**config.mk**
```make
export PLATFORM = sky130hd
export DESIGN_NAME = truth_table_sweeper
export DESIGN_NICKNAME = d
export VERILOG_FILES = /design/src/rtl/truth_table_sweeper.sv
export SDC_FILE = /design/constraint.sdc
export NUM_CORES = 1
export LEC_CHECK = 0
export BUFFER_PORTS_ARGS = -buffer_cell sky130_fd_sc_hd__buf_2
export CORE_MARGIN = 5
export CORE_UTILIZATION = 52
export CTS_CLUSTER_SIZE = 12
export DETAILED_ROUTE_END_ITERATION = 8
export GPL_ROUTABILITY_DRIVEN = 0
export HOLD_SLACK_MARGIN = 0.05
export PLACE_DENSITY = 0.85
export SLEW_MARGIN = 20
export SYNTH_ARGS = -nofsm -noshare
export SYNTH_HDL_FRONTEND = slang
export SYNTH_SLANG_ARGS = --single-unit
export TNS_END_PERCENT = 100
```
**constraint.sdc**
```tcl
create_clock -name clk -period 5.1 [get_ports clk]
set_input_delay 0.765 -clock clk [delete_from_list [all_inputs] [get_ports clk]]
set_output_delay 0.765 -clock clk [all_outputs]
set_load 0.03 [all_outputs]
```
**src/rtl/truth_table_sweeper.sv**
```systemverilog
// Exhaustive self-test sequencer: sweeps every input vector through a small
// combinational block, captures its truth table and compares it to a golden one.
// Latency: W*(SETTLE+1) busy cycles after start is sampled; done pulses the cycle after.
// Backpressure: none; start is ignored while a sweep is running, abort cancels it.
//
// Ports:
//   clk, rst   - rising-edge clock, asynchronous active-high reset
//   start      - level-sampled in IDLE; begins a sweep
//   abort      - cancels a sweep in progress (no done pulse)
//   dut_y      - output of the function under test (same clock domain)
//   dut_in     - input vector driven to the function under test
//   busy       - high in DRIVE and SAMPLE
//   done       - one-cycle pulse in FINISH
//   pass       - last completed sweep matched EXPECTED
//   table_out  - captured truth table, bit i = response to vector i
//   fail_mask  - table_out XOR EXPECTED of the last completed sweep
module truth_table_sweeper #(
    parameter int                     N_IN     = 3,
    parameter int                     SETTLE   = 2,
    parameter logic [(2**N_IN)-1:0]   EXPECTED = 8'b0011_0001
) (
    input  logic                   clk,
    input  logic                   rst,
    input  logic                   start,
    input  logic                   abort,
    input  logic                   dut_y,
    output logic [N_IN-1:0]        dut_in,
    output logic                   busy,
    output logic                   done,
    output logic                   pass,
    output logic [(2**N_IN)-1:0]   table_out,
    output logic [(2**N_IN)-1:0]   fail_mask
);

    localparam int W  = 2**N_IN;
    localparam int CW = (SETTLE > 1) ? $clog2(SETTLE) : 1;

    typedef enum logic [1:0] {IDLE, DRIVE, SAMPLE, FINISH} state_t;

    state_t          state, state_n;
    logic [N_IN-1:0] index, index_n;
    logic [CW-1:0]   cnt, cnt_n;
    logic [W-1:0]    table_n;
    logic            clr_table;
    logic            capture;
    logic            active_n;

    // Next-state logic. Outputs are registered from the next-state values so
    // that busy/dut_in/done line up with the state they describe.
    always_comb begin
        state_n   = state;
        index_n   = index;
        cnt_n     = cnt;
        clr_table = 1'b0;
        capture   = 1'b0;
        case (state)
            IDLE: begin
                // abort beats start when both are high
                if (start && !abort) begin
                    state_n   = DRIVE;
                    index_n   = '0;
                    cnt_n     = '0;
                    clr_table = 1'b1;
                end
            end
            DRIVE: begin
                if (abort) begin
                    state_n = IDLE;
                end else if (cnt == CW'(SETTLE - 1)) begin
                    state_n = SAMPLE;
                end else begin
                    cnt_n = cnt + 1'b1;
                end
            end
            SAMPLE: begin
                // an abort here drops the pending sample; table keeps prior bits
                if (abort) begin
                    state_n = IDLE;
                end else begin
                    capture = 1'b1;
                    if (index == N_IN'(W - 1)) begin
                        state_n = FINISH;
                    end else begin
                        index_n = index + 1'b1;
                        cnt_n   = '0;
                        state_n = DRIVE;
                    end
                end
            end
            FINISH: begin
                state_n = IDLE;
            end
            default: begin
                state_n = IDLE;
            end
        endcase
    end

    // Table including the sample taken this cycle; the verdict registered on
    // entry to FINISH therefore already sees the last vector's response.
    always_comb begin
        table_n = table_out;
        if (clr_table) begin
            table_n = '0;
        end
        if (capture) begin
            table_n[index] = dut_y;
        end
    end

    assign active_n = (state_n == DRIVE) || (state_n == SAMPLE);

    always_ff @(posedge clk or posedge rst) begin
        if (rst) begin
            state     <= IDLE;
            index     <= '0;
            cnt       <= '0;
            dut_in    <= '0;
            busy      <= 1'b0;
            done      <= 1'b0;
            pass      <= 1'b0;
            table_out <= '0;
            fail_mask <= '0;
        end else begin
            state     <= state_n;
            index     <= index_n;
            cnt       <= cnt_n;
            table_out <= table_n;
            busy      <= active_n;
            dut_in    <= active_n ? index_n : '0;
            done      <= (state_n == FINISH);
            // verdict becomes visible in the same cycle as the done pulse
            if (state == SAMPLE && state_n == FINISH) begin
                pass      <= (table_n == EXPECTED);
                fail_mask <= table_n ^ EXPECTED;
            end
        end
    end

endmodule

```
==> results of run 1 <==
logic make-up after synthesis:
logic type	after synthesis	synth area share
AND/OR/NAND/NOR	53	0.1996
AO/OA/AOI/OAI	35	0.1691
flip-flops	28	0.5176
buffers and inverters	13	0.04620
multiplexers	6	0.04898
adder cells (fa/ha/maj)	2	0.01848
worst min path at each step:
stage / startpoint / end / cells after the start
floorplan: cnt / cnt / 2
global placement: fail_mask[4] / fail_mask[4] / 2
detailed placement: fail_mask[4] / fail_mask[4] / 2
CTS: fail_mask[4] / fail_mask[4] / 2
global route: rst / dut_in[2] / 2
finish: rst / state[1] / 2
per-layer routing:
metal  track usage  up-vias
met4        0.1053        0
li1              -      529
met3       0.02306       11
met1        0.2392      541
met5             0        -
met2        0.2976       55
final cells by class:
cell class                 count  area (µm²)
sequential                    28       700.7
timing repair buffer          26       130.1
tap                           30       37.54
inverter                       5       18.77
clock buffer                   4       36.28
multi-input combinational     96       590.6
fill                         207       963.4
power by group through the flow:
stage                     sequential (W)  clock [W]  combinational (W)
after CTS                       0.000245   0.000112          0.0000546
after global routing            0.000247   0.000119          0.0000607
after global placement          0.000248          0          0.0000517
final                           0.000246   0.000110          0.0000541
after floorplan                 0.000255          0          0.0000326
after detailed placement        0.000249          0          0.0000542
flip-flops by register name, indices dropped and copies added (netlist names):
| signal | flops |
|---|---|
| fail_mask | 8 |
| pass | 1 |
| done | 1 |
| state | 2 |
| table_out | 8 |
| busy | 1 |
| cnt | 1 |
| dut_in | 3 |
| index | 3 |
per-stage QoR:
step	setup WS [ns]	cell area [µm²]
finish	2.535	1514
global route	2.199	1514
CTS	2.540	1514
detailed placement	2.493	1478
global placement	2.657	1478
floorplan	2.791	1354
cells in the final DEF (no fill, tap or decap), drive strengths merged, types with 2 or more instances in the layout:
cell and count:
a21oi 8, a31oi 2, and2 3, buf 26, clkbuf 4, dfrtp 28, ha 2, inv 5
mux2 5, nand2 20, nand2b 2, nand3 8, nor2 10, nor2b 2, o211ai 3, o21ai 13
o31ai 3, or4b 2
==> results list, run 1 <==
- Required arrival time at the worst endpoint: 5.33 ns
* Mean routed wirelength per cell: 16.18 µm
- Counting cells, the worst reg-to-reg path comes to 8.
* Number of nets still failing antenna checks after routing: 0
- Internal portion of total power: 0.0002934 W
* Largest incremental delay on the critical path: 0.55 ns
- The die is 61.03 µm wide.
- Met3 wire len: 204 µm
* Count of yosys warnings during synthesis: 0
* Antenna violations before repair: 0
* Tot Pwr: 0.0004099 W
- Antenna diode count: 0
- DR pass1 iterations: 4
* Endpoint of the lowest-slack register-to-register path: pass
- The core region is 2477 µm².
- Switch share: 0.2841
- After detailed placement, the design holds a cell count of 185.
- Fin. max-slew vios: 0
- Detailed placement finished with a half-perimeter wire length of 2206 µm.
- Post-layout utilization of the core: 0.6111
* P_leak: 0.7493 nW
- On the critical path, the stage with the largest delay is an instance of sky130_fd_sc_hd__dfrtp_1.
* Layout overhead on the synthesized area: 11.83%
* Total Die Area: 3724 µm²
- Max-capacitance violation count: 0
- In this run, the number of DRC markers left after iteration 0 of detailed routing was 66.
* Post CTS Setup Buffer Count: 0
* Share of the clock period used by the worst path: 0.5029
* CP endpoint: pass
- Global Route Usage Sum: 0.1844
- Setup repair after global routing left no endpoint under its margin.
* CP arrival: 2.80 ns
- Peak supply drop: 0.0001993 V
- Synthesis produced a netlist with a net count of 144.
* Setup Total Neg Slack: 0 ns
- The synthesized netlist contains 33 unique library cells.
- The first global-routing pass estimated 5009 µm of wire.
- In this run, synthesis inferred 0 flip-flops with an integrated enable.
- CP top delay family: compound AO/OA/AOI/OAI gates
* Type of the worst setup path: reg -> reg
- In the final routing, the length of wire on met1 measures 1288 µm.
* Number of buffers added by the clock tree synthesis step: 3
- Number of hold violations in the final report: 0
- After the last flow step, the layout net total stands at 167.
- Counting I/O delays and the setup requirement, the final critical path takes 2.565 ns.
- Sequential group share of total power: 0.599
* Commonest cells in the netlist: 28 x sky130_fd_sc_hd__dfrtp_1, 20 x sky130_fd_sc_hd__nand2_1, 13 x sky130_fd_sc_hd__o21ai_0, 10 x sky130_fd_sc_hd__nor2_1
- Comb pwr share: 0.132
* Clock insertion delay at the later pin of the skew report: 0.33 ns
* Number of storage elements in the synthesis netlist: 28
- Worst path buffer plus inverter count: 0
* Hold Worst Slack: 0.4700 ns
- The most used flip-flop cell after synthesis is sky130_fd_sc_hd__dfrtp_1.
* Mean area per synthesized cell: 9.882 µm²
- By instance count, the leading cell after synthesis is sky130_fd_sc_hd__dfrtp_1.
* Clock-pin slew on the worst setup and hold paths: 0.15 ns
- Hold WC Path Type: in -> async
- No sink is reached through more buffers than the 2 on the longest clock path.
* DRC viols: 0
- Vias per Instance: 6.011
* Floorplan row count: 18
- After global routing the overflow that remains totals 0.
- Final setup skew: 0.004266 ns
* Power density relative to cell area: 270.8 nW/µm²
* Leading post-synthesis cells by cell area: sky130_fd_sc_hd__dfrtp_1 52%, sky130_fd_sc_hd__nand2_1 5.5%, sky130_fd_sc_hd__o21ai_0 4.8%, sky130_fd_sc_hd__mux2_2 4.2%, sky130_fd_sc_hd__a21oi_1 3.0%
- Cell-by-cell trace of the critical path: nor2b_1 > nand3_1 > a21oi_1 > ha_1 > nand2_1 > a41oi_1 > o21ai_0 > o41ai_2
- For this design, the CTS-stage hold fixing added 0 buffers.
* Highest routed metal layer: met4
* Synthesized cell area: 1354 µm²
- Of the cells placed in the final design, the portion with a size suffix greater than 1 is 0.2453.
- CTS tree: done
- Detailed routing placed a total of 1496 µm of wire on met2.
- Type of element launching the critical path: flop
* Power share of the clock group: 0.269
- Slew margin rel.: 0.6032
* WP depth: 8
- Transition at the pin with the smallest max-transition slack: 0.5943 ns
- Of the post-synthesis cell area, the dominant cell type holds 0.5176.
- R2R Setup Slk: 2.54 ns
* Maximum fanout along the worst path: 13
* Number of global-route vias before repair: 1,111
* Async set-or-reset flop fraction in the synthesized netlist: 1.000
- Clk sink count: 28
* Number of buffers inserted by port buffering: 26
- Outcome: finished clean
- Wires add up to 3058 µm.
- Final setup violation count: 0
* Number of top-level pins: 27
* Element type at the critical path end: flop
* Gate count of the mapped netlist: 137
- For this run, the register share of the synthesized area comes to 0.5176.
* Vertical die dimension: 61.03 µm
* Maximum number of pins on one net before global-route repair: 29
- Psw: 0.0001165 W
* Final instance count without filler cells: 189
- The tree is rooted in a sky130_fd_sc_hd__clkbuf_4.
- CTS built an H-tree with a depth of 1.
* Count of instances resized after the clock tree is built: 0
* Starting density of the core: 0.5465
- sky130_fd_sc_hd__dfrtp_1 takes more of the synthesized area than any other cell.
* Fmax: 0.3899 GHz
- The most critical setup path has its startpoint at state[1].
- For this block, the via count after detailed routing is 1,136.
- The worst register-to-register path begins at state[1].
Note: power is estimated with default switching activity, not from simulation.
==> inputs of run 2 (changes only) <==
Clock period 5.1 ns to 2.5 ns, I/O delays scaled along.
==> results list, run 2 (synthesis gave the netlist of run 1 again) <==
* Number of hold violations in the final report: 0 (unchanged)
* Final instance count without filler cells: 191 (+1.1%)
- The run finished with clean final reports.
- The largest clock skew in the final design came to 0.005463 ns (+0.001197 ns).
* P_leak: 0.7593 nW (+1.3%)
- Sequential group share of total power: 0.600 (about the same)
- The final worst slack was 0.2171 ns (-2.318 ns).
- Number of top-level pins: 27 (unchanged)
- The worst hold path belongs to the class in -> async.
- The floorplan die area is 3724 µm² (unchanged).
* Instance area at placement: 1493 µm² (+1.0%)
* Clk sink count: 28 (unchanged)
* Min Tclk post-route: 2.283 ns (-0.2817 ns)
* Antenna diode count: 0 (unchanged)
- DRC viols: 0 (unchanged)
* Setup Slack @ Placement: 0.2447 ns (-2.248 ns)
- The row count is 18 (unchanged).
- The count of pins over their slew limit came to 0 (unchanged).
* Switch share: 0.2786 (-0.005508)
- Starting density of the core: 0.5465 (unchanged)
- The worst setup path is captured at a flop.
- Total number of vias: 1,148 (+1.1%)
* Count of instances resized after the clock tree is built: 0 (unchanged)
* Final standard cell area without fillers: 1529 µm² (+0.99%)
- GRT overflow: 0 (unchanged)
* Horizontal die dimension: 61.03 µm (unchanged)
* Peak supply drop: 0.0004045 V (+100%)
- The clock latency on the worst-skew pair is 0.33 ns (about the same).
* Number of nets still failing antenna checks after routing: 0 (unchanged)
- The area used by sequential logic in the layout came to 700.7 µm² (unchanged).
- Final net count: 169 (+1.2%)
- The clock transition time at the flip-flop clock pins of the worst setup and hold paths is 0.15 ns (about the same).
- Antenna violations before repair: 0 (unchanged)
* Share of the clock period used by the worst path: 0.9132 (+0.4103)
* Quantity of hold-fixing buffers added after cts: 0 (unchanged)
- The slack of the worst reg-to-reg path is 0.22 ns (-2.32 ns).
- Number of fill cells: 209 (+0.97%)
* Maximum fanout along the worst path: 12 (-1)
- Unrepaired setup endpoints after global routing: no
- Vertical die dimension: 61.03 µm (unchanged)
- The fraction of final layout cells sized beyond drive strength 1 came to 0.2484 (+0.003164).
- The number of maximum-capacitance violations came to 0 (unchanged).
* CP arrival: 2.52 ns (-0.28 ns)
* Post CTS Setup Buffer Count: 0 (unchanged)
* Number of placed instances with taps included: 187 (+1.1%)
- Type of element launching the critical path: flop
* Post-layout utilization of the core: 0.6172 (+0.006061)
- Detailed placer's ending HPWL: 2211 µm (+0.23%)
* Global Route Usage Sum: 0.1761 (-0.008285)
* Psw: 0.0002315 W (+99%)
- Area occupied by multi-input gates: 590.6 µm² (unchanged)
- The per-cell routed wire length was 15.62 µm (-3.4%).
* Wire length of the first global-routing pass: 4961 µm (-0.96%)
* Type of the worst setup path: reg -> reg
- The highest clock frequency the design can meet came to 0.4380 GHz (+12%).
* Power density relative to cell area: 543.4 nW/µm² (+100%)
- Number of global-route vias before repair: 1,100 (-0.99%)
- The headroom to the max-slew limit is 0.6340 (+0.03081).
- Layout overhead on the synthesized area: 12.94%
- The initial DRC count came to 28 (-58%).
- The per-cell via count in the routed design was 6.010 (about the same).
- The number of setup violations in the final report was 0 (unchanged).
- Setup Total Neg Slack: 0 ns (unchanged)
- Transition at the pin with the smallest max-transition slack: 0.5413 ns (-0.05298 ns)
* Number of buffers inserted by port buffering: 26 (unchanged)
- The number of optimization iterations in the first detailed-route pass was 4 (unchanged).
* Power share of the clock group: 0.268 (about the same)
* CTS tree: done
- The required time of the critical path came to 2.73 ns (-2.60 ns).
- Worst-case clock buffer depth: 2 (unchanged)
- Internal portion of total power: 0.0005993 W (+100%)
- Clock root buffer: sky130_fd_sc_hd__clkbuf_4
- Comb pwr share: 0.131 (about the same)
- The library cell used most frequently in the layout, excluding fill and tap cells, is sky130_fd_sc_hd__dfrtp_1.
- The number of buffers inserted during clock tree synthesis came to 3 (unchanged).
- Maximum number of pins on one net before global-route repair: 29 (unchanged)
- Aggregate routed wire length: 2984 µm (-2.4%)
* Deepest level of the CTS H-tree: 1 (unchanged)
- The largest registers in the layout are fail_mask: 8 flops, table_out: 8 flops.
* Core outline area: 2477 µm² (unchanged)
* Commonest cells after routing, fill and taps aside: 28 x sky130_fd_sc_hd__dfrtp_1, 26 x sky130_fd_sc_hd__buf_2, 20 x sky130_fd_sc_hd__nand2_1
==> run 2: cell types whose count changed in the layout (fill, tap and decap cells not counted), sizes merged <==
cell  previous run  this run
buf             26        28
==> run 2: routing by layer <==
layer / wire [µm] / vias to the layer above / global-route usage
li1: - / 534 / -
met1: 1220 / 553 / 0.2260
met2: 1490 / 55 / 0.3051
met3: 225 / 6 / 0.02306
met4: 47 / 0 / 0.06192
met5: 0 / - / 0
==> run 2: worst paths after layout <==
check                              from            to  cells after the start
hold reg to reg            fail_mask[5]  fail_mask[5]                      2
setup / recovery               state[1]          pass                      8
setup reg to reg               state[1]          pass                      8
hold / removal                      rst     dut_in[0]                      3
max in group asynchronous           rst          done                      3
min in group clk                  abort      state[0]                      2
==> run 2: power by group through the flow <==
stage	combinational, W	clock [W]	sequential, W
3_5_place_dp	0.000110	0	0.000507
2_1_floorplan	0.0000666	0	0.000521
5_1_grt	0.000124	0.000241	0.000503
6_report	0.000109	0.000223	0.000499
3_3_place_gp	0.000107	0	0.000505
4_1_cts	0.000111	0.000225	0.000498
==> run 2: critical path, cell delays in order (launching register included) <==
cell and delay, ns:
sky130_fd_sc_hd__dfrtp_1 0.54, sky130_fd_sc_hd__nor2b_1 0.28, sky130_fd_sc_hd__nand3_1 0.11, sky130_fd_sc_hd__a21oi_1 0.24
sky130_fd_sc_hd__ha_1 0.21, sky130_fd_sc_hd__nand2_1 0.08, sky130_fd_sc_hd__a41oi_1 0.20, sky130_fd_sc_hd__o21ai_0 0.16
sky130_fd_sc_hd__o41ai_2 0.37
==> run 2: per-stage QoR <==
step                hold WS, ns   power, W
global route             0.1103  0.0008678
finish                  0.07347  0.0008308
floorplan                0.4404  0.0005873
global placement         0.4440  0.0006127
detailed placement       0.4569  0.0006176
CTS                     0.08546  0.0008342
==> run 2: cell type report <==
class / instances / share of cell area
repair buffers: 28 / 0.09493
multi-input cells: 96 / 0.3863
well taps: 30 / 0.02455
inverters: 5 / 0.01227
clock buffers: 4 / 0.02373
flip-flops and latches: 28 / 0.4583
==> inputs of run 3 (changes only) <==
==> constraint.sdc (replaced) <==
create_clock -name clk -period 2.5 [get_ports clk]
set_input_delay 0.5 -clock clk [delete_from_list [all_inputs] [get_ports clk]]
set_output_delay 0.5 -clock clk [all_outputs]
set_load 0.03 [all_outputs]
==> results list, run 3 (synthesis gave the netlist of run 1 again) <==
- Walking the worst path, the cells encountered are nor2b_1 > nand3_1 > a21oi_1 > ha_1 > nand2_1 > a41oi_1 > o21ai_0 > o41ai_2.
- Min Tclk post-route: 2.207 ns (-0.07539 ns)
- The first-pass GRT wire length is 4636 µm (-6.6%).
* Top Registers: fail_mask: 8 flops, table_out: 8 flops
- The post-cts gate resize count came to 0 (unchanged).
- Clock root buffer: sky130_fd_sc_hd__clkbuf_4
- Setup Slack @ Placement: 0.3092 ns (+0.06445 ns)
* Total number of vias: 1,101 (-4.1%)
- P_leak: 0.7663 nW (+0.91%)
- Fmax: 0.4530 GHz (+3.4%)
- Number of top-level pins: 27 (unchanged)
- The share of the cycle needed by the critical path after routing came to 0.8830 (-0.03016).
* DRC viols: 0 (unchanged)
- Peak supply drop: 0.0004495 V (+11%)
- The per-cell routed wire length came to 14.73 µm (-5.7%).
- Antenna diode count: 0 (unchanged)
- Max-capacitance violation count: 0 (unchanged)
* Hold WC Path Type: in -> async
- Global Route Usage Sum: 0.1658 (-0.01035)
- The number of setup violations in the final report was 0 (unchanged).
* DR pass1 iterations: 5 (+1)
* Hold Worst Slack: 0.1957 ns (+0.1222 ns)
* Number of buffers inserted by port buffering: 26 (unchanged)
- The final global-route overflow total came to 0 (unchanged).
- Vertical die dimension: 61.03 µm (unchanged)
* Detailed placer's ending HPWL: 2171 µm (-1.8%)
* Floorplan row count: 18 (unchanged)
- The initial DRC count was 33 (+18%).
- The post-detailed-route count of antenna-violating nets was 0 (unchanged).
- Power density relative to cell area: 583.0 nW/µm² (+7.3%)
- Unrepaired setup endpoints after global routing: no
- By startpoint and endpoint, the worst setup path is classified as reg -> reg.
- CP arrival: 2.45 ns (-0.07 ns)
- Worst-case clock buffer depth: 2 (unchanged)
* Post CTS Setup Buffer Count: 0 (unchanged)
* Clock insertion delay at the later pin of the skew report: 0.33 ns (about the same)
- The count of pins over their slew limit is 0 (unchanged).
* Required arrival time at the worst endpoint: 2.74 ns (about the same)
- The number of buffers inserted during clock tree synthesis was 3 (unchanged).
- The headroom to the max-slew limit was 0.6086 (-0.02545).
- Number of global-route vias before repair: 1,059 (-3.7%)
* Transition at the pin with the smallest max-transition slack: 0.5790 ns (+0.03764 ns)
* Aggregate routed wire length: 2813 µm (-5.7%)
- On the critical path the largest part of the delay comes from compound AO/OA/AOI/OAI gates.
* Commonest cells after routing, fill and taps aside: 28 x sky130_fd_sc_hd__dfrtp_1, 26 x sky130_fd_sc_hd__buf_2, 20 x sky130_fd_sc_hd__nand2_1
- Final net count: 169 (unchanged)
- The worst setup path is launched from a flop.
* Deepest level of the CTS H-tree: 1 (unchanged)
- The per-cell via count in the routed design is 5.764 (-4.1%).
- Fraction of final layout cells with drive strength greater than 1: 0.2484 (unchanged)
- The starting utilization of the core area came to 0.5465 (unchanged).
- The clock transition time at the flip-flop clock pins of the worst setup and hold paths was 0.15 ns (about the same).
* Quantity of hold-fixing buffers added after cts: 0 (unchanged)
* Core outline area: 2477 µm² (unchanged)
* Crit-path slowest cell: sky130_fd_sc_hd__dfrtp_1
* Antenna violations before repair: 0 (unchanged)
- The run finished with clean final reports.
* Maximum fanout along the worst path: 12 (unchanged)
- Footprint of the flip-flops and latches: 700.7 µm² (unchanged)
- The length in cells of the worst reg-to-reg path is 8 (unchanged).
- Area occupied by multi-input gates: 590.6 µm² (unchanged)
- CTS tree: done
- Clk sink count: 28 (unchanged)
- Number of fill cells: 208 (-0.48%)
- Setup Total Neg Slack: 0 ns (unchanged)
- The final number of hold-violating endpoints came to 0 (unchanged).
* Element type at the critical path end: flop
- Layout overhead on the synthesized area: 14.14%
- Total Die Area: 3724 µm² (unchanged)
- WP depth: 8 (unchanged)
- Largest incremental delay on the critical path: 0.55 ns (about the same)
- Commonest non-fill, non-tap cell in the layout: sky130_fd_sc_hd__dfrtp_1
- Worst path buffer plus inverter count: 0 (unchanged)
* Worst path setup slack after routing: 0.2925 ns (+0.07539 ns)
- Final setup skew: 0.01070 ns (+0.005240 ns)
- Maximum number of pins on one net before global-route repair: 29 (unchanged)
- The width of the die is 61.03 µm (unchanged).
## run 3: worst reg2reg max path: cells and delay by family (launching register included)
family | cells | cell delay (ns)
simple gates | 3 | 0.45
flops | 1 | 0.55
compound gates | 4 | 0.92
fa+ha+maj | 1 | 0.21
## run 3: layout make-up
class | count | share of cell area
inverters | 5 | 0.01215
well taps | 30 | 0.02429
clock inverters | 1 | 0.01943
multi-input cells | 96 | 0.3822
flip-flops and latches | 28 | 0.4534
repair buffers | 28 | 0.09393
clock buffers | 3 | 0.01457
## run 3: worst paths after layout
path / endpoint / startpoint / slack, ns
max in group asynchronous: fail_mask[2] / rst / 2.05
max: pass / state[1] / 0.29
min reg2reg: fail_mask[4] / fail_mask[4] / 0.49
min: table_out[3] / rst / 0.20
max reg2reg: pass / state[1] / 0.29
min in group clk: state[0] / abort / 0.44
## run 3: metal layers
layer / track usage / vias up / routed length, µm
met2: 0.2764 / 41 / 1401
met5: 0 / - / 0
met4: 0.06192 / 0 / 37
met1: 0.2089 / 521 / 1189
met3: 0.03983 / 6 / 184
li1: - / 533 / -
## run 3: report_power, final
group	switching, W	leakage [nW]	internal, W	total (W)
Clock	0.000131	0.0279	0.000162	0.000293
Sequential	0.0000240	0.385	0.000475	0.000499
Combinational	0.0000733	0.353	0.0000353	0.000109
## run 3: metrics by stage
stage               power (W)  utilization  cell area [µm²]  cells
floorplan           0.0005873            -             1354    137
global placement    0.0006121       0.6025             1493    187
detailed placement  0.0006179       0.6025             1493    187
CTS                 0.0009110       0.6237             1545    191
global route        0.0009433       0.6237             1545    191
finish              0.0009009       0.6237             1545    191
